**src/rtl/wshb_arbiter_if.sv**
```systemverilog
// Wishbone bus bundle shared by the SDRAM arbiter, its two masters and the SDRAM slave.
// Only the bus signals are carried; timing comes from the blocks that use it.
interface wshb_if #(
  parameter int DATA_BYTES = 4,
  parameter int ADDR_W     = 32
) ();
  logic                    cyc;
  logic                    stb;
  logic                    we;
  logic [ADDR_W-1:0]       adr;
  logic [8*DATA_BYTES-1:0] dat_ms;
  logic [8*DATA_BYTES-1:0] dat_sm;
  logic [DATA_BYTES-1:0]   sel;
  logic [2:0]              cti;
  logic [1:0]              bte;
  logic                    ack;
  logic                    err;
  logic                    rty;

  modport master (
    output cyc, stb, we, adr, dat_ms, sel, cti, bte,
    input  dat_sm, ack, err, rty
  );

  modport slave (
    input  cyc, stb, we, adr, dat_ms, sel, cti, bte,
    output dat_sm, ack, err, rty
  );
endinterface

```
**src/rtl/wshb_arbiter.sv**
```systemverilog
// Two-master round-robin, non-preemptive Wishbone arbiter in front of the SDRAM slave.
// state | meaning
// IDLE  | no grant, slave side held quiet
// GNT0  | master 0 (video reader) owns the slave until it drops cyc
// GNT1  | master 1 (writer) owns the slave until it drops cyc
module wshb_arbiter #(
  parameter int DATA_BYTES = 4,
  parameter int ADDR_W     = 32,
  parameter int CNT_W      = 16
) (
  input  logic             sys_clk,
  input  logic             sys_rst_n,
  wshb_if.slave            wshb_ifs0,
  wshb_if.slave            wshb_ifs1,
  wshb_if.master           wshb_ifm,
  output logic [1:0]       grant,
  output logic [CNT_W-1:0] cnt0,
  output logic [CNT_W-1:0] cnt1
);

  typedef enum logic [1:0] {
    IDLE = 2'b00,
    GNT0 = 2'b01,
    GNT1 = 2'b10
  } state_t;

  state_t           state;
  state_t           state_nxt;
  logic             last;
  logic [CNT_W-1:0] cnt0_q;
  logic [CNT_W-1:0] cnt1_q;

  logic                    cyc_mux;
  logic                    stb_mux;
  logic                    we_mux;
  logic [ADDR_W-1:0]       adr_mux;
  logic [8*DATA_BYTES-1:0] dat_mux;
  logic [DATA_BYTES-1:0]   sel_mux;
  logic [2:0]              cti_mux;
  logic [1:0]              bte_mux;

  always_ff @(posedge sys_clk or negedge sys_rst_n) begin
    if (!sys_rst_n) begin
      state  <= IDLE;
      last   <= 1'b1;
      cnt0_q <= '0;
      cnt1_q <= '0;
    end else begin
      state <= state_nxt;
      if (state_nxt == GNT0 && state != GNT0) begin
        last   <= 1'b0;
        cnt0_q <= cnt0_q + CNT_W'(1);
      end
      if (state_nxt == GNT1 && state != GNT1) begin
        last   <= 1'b1;
        cnt1_q <= cnt1_q + CNT_W'(1);
      end
    end
  end

  // A releasing master is never re-granted while the other waits: the other
  // master's cyc is checked first on release.
  always_comb begin
    state_nxt = state;
    case (state)
      IDLE: begin
        if (wshb_ifs0.cyc && wshb_ifs1.cyc) state_nxt = last ? GNT0 : GNT1;
        else if (wshb_ifs0.cyc)             state_nxt = GNT0;
        else if (wshb_ifs1.cyc)             state_nxt = GNT1;
      end
      GNT0: begin
        if (!wshb_ifs0.cyc) state_nxt = wshb_ifs1.cyc ? GNT1 : IDLE;
      end
      GNT1: begin
        if (!wshb_ifs1.cyc) state_nxt = wshb_ifs0.cyc ? GNT0 : IDLE;
      end
      default: state_nxt = IDLE;
    endcase
  end

  always_comb begin
    cyc_mux = 1'b0;
    stb_mux = 1'b0;
    we_mux  = 1'b0;
    adr_mux = '0;
    dat_mux = '0;
    sel_mux = '0;
    cti_mux = '0;
    bte_mux = '0;
    wshb_ifs0.ack = 1'b0;
    wshb_ifs0.err = 1'b0;
    wshb_ifs0.rty = 1'b0;
    wshb_ifs1.ack = 1'b0;
    wshb_ifs1.err = 1'b0;
    wshb_ifs1.rty = 1'b0;
    case (state)
      GNT0: begin
        cyc_mux = wshb_ifs0.cyc;
        stb_mux = wshb_ifs0.stb;
        we_mux  = wshb_ifs0.we;
        adr_mux = wshb_ifs0.adr;
        dat_mux = wshb_ifs0.dat_ms;
        sel_mux = wshb_ifs0.sel;
        cti_mux = wshb_ifs0.cti;
        bte_mux = wshb_ifs0.bte;
        wshb_ifs0.ack = wshb_ifm.ack;
        wshb_ifs0.err = wshb_ifm.err;
        wshb_ifs0.rty = wshb_ifm.rty;
      end
      GNT1: begin
        cyc_mux = wshb_ifs1.cyc;
        stb_mux = wshb_ifs1.stb;
        we_mux  = wshb_ifs1.we;
        adr_mux = wshb_ifs1.adr;
        dat_mux = wshb_ifs1.dat_ms;
        sel_mux = wshb_ifs1.sel;
        cti_mux = wshb_ifs1.cti;
        bte_mux = wshb_ifs1.bte;
        wshb_ifs1.ack = wshb_ifm.ack;
        wshb_ifs1.err = wshb_ifm.err;
        wshb_ifs1.rty = wshb_ifm.rty;
      end
      default: ;
    endcase
  end

  assign wshb_ifm.cyc    = cyc_mux;
  assign wshb_ifm.stb    = stb_mux;
  assign wshb_ifm.we     = we_mux;
  assign wshb_ifm.adr    = adr_mux;
  assign wshb_ifm.dat_ms = dat_mux;
  assign wshb_ifm.sel    = sel_mux;
  assign wshb_ifm.cti    = cti_mux;
  assign wshb_ifm.bte    = bte_mux;

  // Read data is broadcast; only the granted master sees ack to qualify it.
  assign wshb_ifs0.dat_sm = wshb_ifm.dat_sm;
  assign wshb_ifs1.dat_sm = wshb_ifm.dat_sm;

  assign grant = state;
  assign cnt0  = cnt0_q;
  assign cnt1  = cnt1_q;

endmodule

```
**src/flat_wrapper.sv**
```systemverilog
// flat-port wrapper written by rule: the top's interface ports become plain ports
module wshb_arbiter_flat 
#(
  parameter int DATA_BYTES = 4,
  parameter int ADDR_W     = 32,
  parameter int CNT_W      = 16
)
  (sys_clk, sys_rst_n, grant, cnt0, cnt1, wshb_ifs0_cyc, wshb_ifs0_stb, wshb_ifs0_we, wshb_ifs0_adr, wshb_ifs0_dat_ms, wshb_ifs0_sel, wshb_ifs0_cti, wshb_ifs0_bte, wshb_ifs0_dat_sm, wshb_ifs0_ack, wshb_ifs0_err, wshb_ifs0_rty, wshb_ifs1_cyc, wshb_ifs1_stb, wshb_ifs1_we, wshb_ifs1_adr, wshb_ifs1_dat_ms, wshb_ifs1_sel, wshb_ifs1_cti, wshb_ifs1_bte, wshb_ifs1_dat_sm, wshb_ifs1_ack, wshb_ifs1_err, wshb_ifs1_rty, wshb_ifm_cyc, wshb_ifm_stb, wshb_ifm_we, wshb_ifm_adr, wshb_ifm_dat_ms, wshb_ifm_sel, wshb_ifm_cti, wshb_ifm_bte, wshb_ifm_dat_sm, wshb_ifm_ack, wshb_ifm_err, wshb_ifm_rty);
  wshb_if #(.DATA_BYTES(DATA_BYTES), .ADDR_W(ADDR_W)) wshb_ifs0_i ();
  wshb_if #(.DATA_BYTES(DATA_BYTES), .ADDR_W(ADDR_W)) wshb_ifs1_i ();
  wshb_if #(.DATA_BYTES(DATA_BYTES), .ADDR_W(ADDR_W)) wshb_ifm_i ();
  input  logic sys_clk;
  input  logic sys_rst_n;
  output logic [1:0] grant;
  output logic [CNT_W-1:0] cnt0;
  output logic [CNT_W-1:0] cnt1;
  input wire logic [$bits(wshb_ifs0_i.cyc)-1:0] wshb_ifs0_cyc;
  input wire logic [$bits(wshb_ifs0_i.stb)-1:0] wshb_ifs0_stb;
  input wire logic [$bits(wshb_ifs0_i.we)-1:0] wshb_ifs0_we;
  input wire logic [$bits(wshb_ifs0_i.adr)-1:0] wshb_ifs0_adr;
  input wire logic [$bits(wshb_ifs0_i.dat_ms)-1:0] wshb_ifs0_dat_ms;
  input wire logic [$bits(wshb_ifs0_i.sel)-1:0] wshb_ifs0_sel;
  input wire logic [$bits(wshb_ifs0_i.cti)-1:0] wshb_ifs0_cti;
  input wire logic [$bits(wshb_ifs0_i.bte)-1:0] wshb_ifs0_bte;
  output wire logic [$bits(wshb_ifs0_i.dat_sm)-1:0] wshb_ifs0_dat_sm;
  output wire logic [$bits(wshb_ifs0_i.ack)-1:0] wshb_ifs0_ack;
  output wire logic [$bits(wshb_ifs0_i.err)-1:0] wshb_ifs0_err;
  output wire logic [$bits(wshb_ifs0_i.rty)-1:0] wshb_ifs0_rty;
  input wire logic [$bits(wshb_ifs1_i.cyc)-1:0] wshb_ifs1_cyc;
  input wire logic [$bits(wshb_ifs1_i.stb)-1:0] wshb_ifs1_stb;
  input wire logic [$bits(wshb_ifs1_i.we)-1:0] wshb_ifs1_we;
  input wire logic [$bits(wshb_ifs1_i.adr)-1:0] wshb_ifs1_adr;
  input wire logic [$bits(wshb_ifs1_i.dat_ms)-1:0] wshb_ifs1_dat_ms;
  input wire logic [$bits(wshb_ifs1_i.sel)-1:0] wshb_ifs1_sel;
  input wire logic [$bits(wshb_ifs1_i.cti)-1:0] wshb_ifs1_cti;
  input wire logic [$bits(wshb_ifs1_i.bte)-1:0] wshb_ifs1_bte;
  output wire logic [$bits(wshb_ifs1_i.dat_sm)-1:0] wshb_ifs1_dat_sm;
  output wire logic [$bits(wshb_ifs1_i.ack)-1:0] wshb_ifs1_ack;
  output wire logic [$bits(wshb_ifs1_i.err)-1:0] wshb_ifs1_err;
  output wire logic [$bits(wshb_ifs1_i.rty)-1:0] wshb_ifs1_rty;
  output wire logic [$bits(wshb_ifm_i.cyc)-1:0] wshb_ifm_cyc;
  output wire logic [$bits(wshb_ifm_i.stb)-1:0] wshb_ifm_stb;
  output wire logic [$bits(wshb_ifm_i.we)-1:0] wshb_ifm_we;
  output wire logic [$bits(wshb_ifm_i.adr)-1:0] wshb_ifm_adr;
  output wire logic [$bits(wshb_ifm_i.dat_ms)-1:0] wshb_ifm_dat_ms;
  output wire logic [$bits(wshb_ifm_i.sel)-1:0] wshb_ifm_sel;
  output wire logic [$bits(wshb_ifm_i.cti)-1:0] wshb_ifm_cti;
  output wire logic [$bits(wshb_ifm_i.bte)-1:0] wshb_ifm_bte;
  input wire logic [$bits(wshb_ifm_i.dat_sm)-1:0] wshb_ifm_dat_sm;
  input wire logic [$bits(wshb_ifm_i.ack)-1:0] wshb_ifm_ack;
  input wire logic [$bits(wshb_ifm_i.err)-1:0] wshb_ifm_err;
  input wire logic [$bits(wshb_ifm_i.rty)-1:0] wshb_ifm_rty;
  assign wshb_ifs0_i.cyc = wshb_ifs0_cyc;
  assign wshb_ifs0_i.stb = wshb_ifs0_stb;
  assign wshb_ifs0_i.we = wshb_ifs0_we;
  assign wshb_ifs0_i.adr = wshb_ifs0_adr;
  assign wshb_ifs0_i.dat_ms = wshb_ifs0_dat_ms;
  assign wshb_ifs0_i.sel = wshb_ifs0_sel;
  assign wshb_ifs0_i.cti = wshb_ifs0_cti;
  assign wshb_ifs0_i.bte = wshb_ifs0_bte;
  assign wshb_ifs0_dat_sm = wshb_ifs0_i.dat_sm;
  assign wshb_ifs0_ack = wshb_ifs0_i.ack;
  assign wshb_ifs0_err = wshb_ifs0_i.err;
  assign wshb_ifs0_rty = wshb_ifs0_i.rty;
  assign wshb_ifs1_i.cyc = wshb_ifs1_cyc;
  assign wshb_ifs1_i.stb = wshb_ifs1_stb;
  assign wshb_ifs1_i.we = wshb_ifs1_we;
  assign wshb_ifs1_i.adr = wshb_ifs1_adr;
  assign wshb_ifs1_i.dat_ms = wshb_ifs1_dat_ms;
  assign wshb_ifs1_i.sel = wshb_ifs1_sel;
  assign wshb_ifs1_i.cti = wshb_ifs1_cti;
  assign wshb_ifs1_i.bte = wshb_ifs1_bte;
  assign wshb_ifs1_dat_sm = wshb_ifs1_i.dat_sm;
  assign wshb_ifs1_ack = wshb_ifs1_i.ack;
  assign wshb_ifs1_err = wshb_ifs1_i.err;
  assign wshb_ifs1_rty = wshb_ifs1_i.rty;
  assign wshb_ifm_cyc = wshb_ifm_i.cyc;
  assign wshb_ifm_stb = wshb_ifm_i.stb;
  assign wshb_ifm_we = wshb_ifm_i.we;
  assign wshb_ifm_adr = wshb_ifm_i.adr;
  assign wshb_ifm_dat_ms = wshb_ifm_i.dat_ms;
  assign wshb_ifm_sel = wshb_ifm_i.sel;
  assign wshb_ifm_cti = wshb_ifm_i.cti;
  assign wshb_ifm_bte = wshb_ifm_i.bte;
  assign wshb_ifm_i.dat_sm = wshb_ifm_dat_sm;
  assign wshb_ifm_i.ack = wshb_ifm_ack;
  assign wshb_ifm_i.err = wshb_ifm_err;
  assign wshb_ifm_i.rty = wshb_ifm_rty;
  wshb_arbiter #(.DATA_BYTES(DATA_BYTES), .ADDR_W(ADDR_W), .CNT_W(CNT_W)) u_core (.sys_clk(sys_clk), .sys_rst_n(sys_rst_n), .wshb_ifs0(wshb_ifs0_i), .wshb_ifs1(wshb_ifs1_i), .wshb_ifm(wshb_ifm_i), .grant(grant), .cnt0(cnt0), .cnt1(cnt1));
endmodule
```
**config.mk**
```make
export PLATFORM = sky130hd
export DESIGN_NAME = wshb_arbiter_flat
export DESIGN_NICKNAME = d
export VERILOG_FILES = /design/src/rtl/wshb_arbiter_if.sv /design/src/rtl/wshb_arbiter.sv /design/src/flat_wrapper.sv
export SDC_FILE = /design/constraint.sdc
export NUM_CORES = 1
export LEC_CHECK = 0
export BUFFER_PORTS_ARGS = -buffer_cell sky130_fd_sc_hd__buf_2
export CELL_PAD_IN_SITES_DETAIL_PLACEMENT = 0
export CELL_PAD_IN_SITES_GLOBAL_PLACEMENT = 1
export CORE_AREA = 3 3 141 143
export CTS_CLUSTER_DIAMETER = 30
export DETAILED_ROUTE_END_ITERATION = 6
export DIE_AREA = 0 0 144 146
export HOLD_SLACK_MARGIN = 0.02
export PLACE_DENSITY = 0.71
export SLEW_MARGIN = 20
export SYNTH_ARGS = -nofsm -noshare
export SYNTH_HDL_FRONTEND = slang
export SYNTH_SLANG_ARGS = --single-unit
```
**constraint.sdc**
```tcl
create_clock -name sys_clk -period 5 [get_ports sys_clk]
set_input_delay 1.25 -clock sys_clk [delete_from_list [all_inputs] [get_ports sys_clk]]
set_output_delay 1.25 -clock sys_clk [all_outputs]
set_load 0.01 [all_outputs]
```
Yosys cells after proc, flatten, opt, wreduce, memory -nomap -nowiden
Index checks and enable logic that the tools add are counted.
{"block": "totals", "regBits": 35, "in_bits": 189, "elab_cells": 42}
{"block": "op_classes", "addsub": 2, "n_eq_ne": 6, "n_mux": 25, "reduce_logical": 5}
{"operator": "32-bit case mux with 2 select lines", "n": 2}
{"operator": "16-bit by 1-bit adder with 16-bit output (second input constant)", "n": 2}
{"operator": "2-bit 2-to-1 mux", "n": 7}
{"operator": "1-bit 2-to-1 mux", "n": 9}
{"operator": "4-bit case mux with 2 select lines", "n": 1}
{"operator": "1-bit case mux with 2 select lines", "n": 3}
{"operator": "2-bit case mux with 3 select lines", "n": 1}
{"operator": "3-bit case mux with 2 select lines", "n": 1}
{"operator": "2-bit by 1-bit == test with 1-bit output (second input constant)", "n": 2}
{"operator": "2-bit == test (second input constant)", "n": 2}
{"operator": "2-bit case mux with 2 select lines", "n": 1}
{"operator": "1-bit logical AND", "n": 3}
{"operator": "2-bit zero test", "n": 1}
{"operator": "2-bit by 1-bit inequality test with 1-bit output (second input constant)", "n": 1}
{"operator": "2-bit inequality test (second input constant)", "n": 1}
{"operator": "2-bit nonzero test", "n": 1}

Logic depth before layout (Yosys ltp)
{"block": "logic_depth", "word_depth": 8, "depth_mapped": 10, "mapped_depth_nobuf": 7}

Worst setup path before layout
OpenSTA, ideal clock, no wires.
{"block": "synth_path", "path_type": "reg-to-output", "start": "register u_core.state[0] (netlist: u_core.grant[0])", "end": "output port wshb_ifm_adr[12]", "t_arrival_ns": 1.873, "required_time_ns": 3.750, "setup_slack_ns": 1.877, "path_stages_with_launch": 8, "n_path_buf": 3, "path_cell_list": "dfrtp_1 > inv_1 > ha_1 > clkbuf_1 > buf_1 > clkbuf_1 > a22oi_1 > nor2b_1"}
{"block": "synth_between", "elab_chain_len": 2, "elab_cells_between_ends": 3, "classes_between": "2 x eq/ne; 1 x mux"}
{"item": "from (decl)", "line_no": "wshb_arbiter.sv:27", "rtl": "state_t state;"}
{"item": "from (signal assigned)", "line_no": "wshb_arbiter.sv:49", "rtl": "state <= state_nxt;"}
{"item": "2-bit == test or 2-bit by 1-bit == test with 1-bit output (tied branches)", "line_no": "wshb_arbiter.sv:96", "rtl": "case (state)"}
{"item": "32-bit case mux with 2 select lines *", "line_no": "wshb_arbiter.sv:96"}
{"item": "to (decl)", "line_no": "flat_wrapper.sv:44", "rtl": "output wire logic [$bits(wshb_ifm_i.adr)-1:0] wshb_ifm_adr;"}
Every way passes the cells marked *; elsewhere a longest branch is shown, timed or not.

Worst setup path in the final report
{"block": "layout_path", "start": "register u_core.state[0] (netlist: u_core.grant[0])", "end": "output port wshb_ifm_dat_ms[18]"}
{"block": "layout_between", "elab_chain_len": 2, "elab_cells_between_ends": 3, "classes_between": "2 x eq/ne; 1 x mux"}
{"item": "2-bit == test or 2-bit by 1-bit == test with 1-bit output (tied branches)", "line_no": "wshb_arbiter.sv:96"}
{"item": "32-bit case mux with 2 select lines *", "line_no": "wshb_arbiter.sv:96"}
{"item": "to (decl)", "line_no": "flat_wrapper.sv:45", "rtl": "output wire logic [$bits(wshb_ifm_i.dat_ms)-1:0] wshb_ifm_dat_ms;"}
Marks and branches as above.

==> flow_summary.json <==
{
  "grt_pass1_wl_um": 20900,
  "die_area_sq_mm": 0.0210,
  "muxShareOfSynthArea": 0.00754,
  "h-tree-depth": 2,
  "cts_setup_buffers": 0,
  "synth_compound_area_frac": 0.184,
  "placed_cell_area_sq_mm": 0.00457,
  "path_buf_inv": 3,
  "arrival_ps": 2560,
  "tightestPinTransition_ps": 1070,
  "grt_max_degree": 77,
  "firstDrtPassIters": 4,
  "maxCapViolations": 0,
  "cts.path.max_buffers": 2,
  "report.final.hold_viol_count": 0,
  "synthCells": 415,
  "ff_latch_area_sq_um": 877,
  "yosysUniqueCellTypes": 41,
  "crit_chain": "inv_1 -> ha_2 -> buf_4 -> a22oi_1 -> nor2b_1 -> buf_2",
  "cts_root_buffer": "clkbuf_16",
  "max_freq_mhz": 263,
  "critPathMaxFanout": 43,
  "start_util": 0.186,
  "slew-limit-headroom": 0.289,
  "hold_class": "reg2reg",
  "diodes": 0,
  "finClkSkew_ps": 5.54,
  "yosys_warnings": 0,
  "cts_tree": "yes",
  "fin_ws_ps": 1190,
  "synth-xor-area-share": 0.0754,
  "drtIter0Drc": 206,
  "drive_gt1_frac": 0.499,
  "pre_cts_slack_ps": 1510,
  "core_sq_mm": 0.0187,
  "synthToLayoutAreaGrowth_pct": 36.3,
  "synth_area_sq_mm": 0.00348,
  "synth_top_area_frac": 0.244,
  "clk_pin_slew_ps": 60,
  "power.density_mw_per_mm2": 491,
  "path_delay_family": "adder cells",
  "slew_violations": 0,
  "num_rows": 50,
  "critPathRequiredTime_ps": 3750,
  "syn-num-nets": 610,
  "ir_drop_v": 0.000239,
  "grt.total_usage": 0.128,
  "ant_nets": 0,
  "grt_antenna_before_repair": 4,
  "dieHeight_um": 146,
  "synth_seq_area_share": 0.252,
  "gp_congestion": 0.853,
  "clk_latency_ps": 280,
  "setup_viol": 0,
  "synth-adder-area-share": 0.0216,
  "fillers": 2126,
  "yosysTopAreaCell": "dfrtp_1",
  "worstSetupEndpointType": "output port",
  "fin_setup_tns_ps": 0,
  "synthSimpleGateAreaFrac": 0.277,
  "final_area_sq_mm": 0.00475,
  "via_count": 3732,
  "numCtsBuffers": 5,
  "viasPerCell": 4.45,
  "postCtsHoldBufs": 0,
  "rsz0062_at_grt": "no",
  "grt_pass1_vias": 3410,
  "layout_min_cycle_time_ps": 3810,
  "timing.final.crit_share": 0.762,
  "p_leak_nw": 2.48,
  "fin_nets": 799,
  "crit_type": "reg2out",
  "synth_top_family_by_area": "simple AND/OR/NAND/NOR gates",
  "port_buffers": 272,
  "multi_input_comb_area_sq_mm": 0.00198,
  "overflow": 0,
  "synthArstFlopShare": 1.00,
  "post_cts_resized": 0,
  "wl_per_cell_um": 17.6,
  "slowest_delay_ps": 770,
  "die_w_um": 144,
  "synth_top_flop_cell": "dfrtp_1",
  "ios": 369,
  "synth_area_leaders": "dfrtp_1, a22oi_1, buf_4",
  "drt-total-wl_um": 14800,
  "start_kind": "flip-flop",
  "syn_avg_cell_area_sq_um": 8.39,
  "ys_ff_latch": 35,
  "dpl.hpwl_um": 12100,
  "slowest_stage": "ha_2",
  "drc": 0,
  "status": "finished, final reports clean",
  "synth_edf_count": 0,
  "clock_sinks": 35
}
==> synthesized netlist by cell type (5+ instances only) <==
cell type   n
dfrtp_1    34
buf_1       8
nor4_1     10
nor3_1      7
nor4_2      5
a22oi_1    75
ha_1        6
buf_4      64
nand2_1    15
and2_1      7
nor2b_1    75
xor2_1     26
clkbuf_1   18
inv_1       7
nand4_1     7
nand3_1    10
==> power by group <==
group          internal [W]  switching (W)
clock network      0.000248       0.000119
logic              0.000664       0.000885
registers          0.000340      0.0000729
==> layout by cell type (no fill, tap or decap), types with 2 or more instances in the layout <==
cell,instances
nor4_2,5
nand2b_1,2
xnor2_1,4
inv_1,7
xor2_1,26
a31oi_1,2
and4_1,2
buf_2,272
nand2_1,15
nor2b_1,75
clkbuf_16,5
dfrtp_1,34
nor4b_1,3
ha_1,3
a22oi_1,75
nand3_1,10
ha_2,3
nor2_1,4
nand4_1,7
nor3_1,7
and3_1,2
and2_1,7
a22o_2,2
nor4_1,10
buf_4,5
==> state kept, by name, summed over array words and instances (netlist names) <==
name and flops:
u_core.cnt0 16, u_core.cnt1 16, u_core.grant 2, u_core.last 1
==> logic make-up after synthesis <==
| family | Yosys count |
|---|---|
| adder cells (fa/ha/maj) | 6 |
| flip-flops | 35 |
| buffers and inverters | 102 |
| multiplexers | 2 |
| XOR/XNOR | 30 |
| AND/OR/NAND/NOR | 155 |
| AO/OA/AOI/OAI | 85 |
==> path summary, 6_finish.rpt <==
| kind | from | endpoint | slack [ps] | depth (start not counted) |
|---|---|---|---|---|
| worst max-delay path | u_core.grant[0] | wshb_ifm_dat_ms[18] | 1190 | 6 |
| worst min-delay path | u_core.cnt1[15] | u_core.cnt1[15] | 460 | 1 |
| worst max register to register | u_core.grant[0] | u_core.cnt1[1] | 2090 | 7 |
| worst min register to register | u_core.cnt1[15] | u_core.cnt1[15] | 460 | 1 |
| max in group asynchronous | sys_rst_n | u_core.cnt0[10] | 3420 | 1 |
| min in group asynchronous | sys_rst_n | u_core.cnt1[4] | 1060 | 1 |
==> cell type report <==
class | instances | share of cell area
clock inverter | 2 | 0.00738
sequential | 35 | 0.185
inverter | 7 | 0.00554
clock buffer | 6 | 0.0293
multi-input combinational | 278 | 0.417
timing repair buffer | 277 | 0.295
tap | 234 | 0.0617
==> stage by stage <==
stage	util	cells	hold slack [ps]	power (W)
after floorplan	-	415	454	0.00150
after detailed placement	0.244	831	455	0.00198
after CTS	0.254	839	471	0.00236
after global placement	0.244	831	460	0.00199
after global routing	0.254	839	491	0.00252
final	0.254	839	461	0.00233
==> per-layer routing <==
layer / GRT usage / routed length (um) / vias up
li1: - / - / 1781
met3: 0.0299 / 1190 / 13
met5: 0 / 13 / -
met1: 0.167 / 6210 / 1743
met2: 0.217 / 7230 / 193
met4: 0.0231 / 133 / 2
==> worst reg2reg max path: stages (launching register included) <==
cell     delay (ps)
dfrtp_1         410
inv_1           140
ha_2            770
a22o_2          300
nand2_1          60
o211a_1         370
or2_2           440
mux2_4          300
No activity file was read; power rests on OpenSTA's default activity.
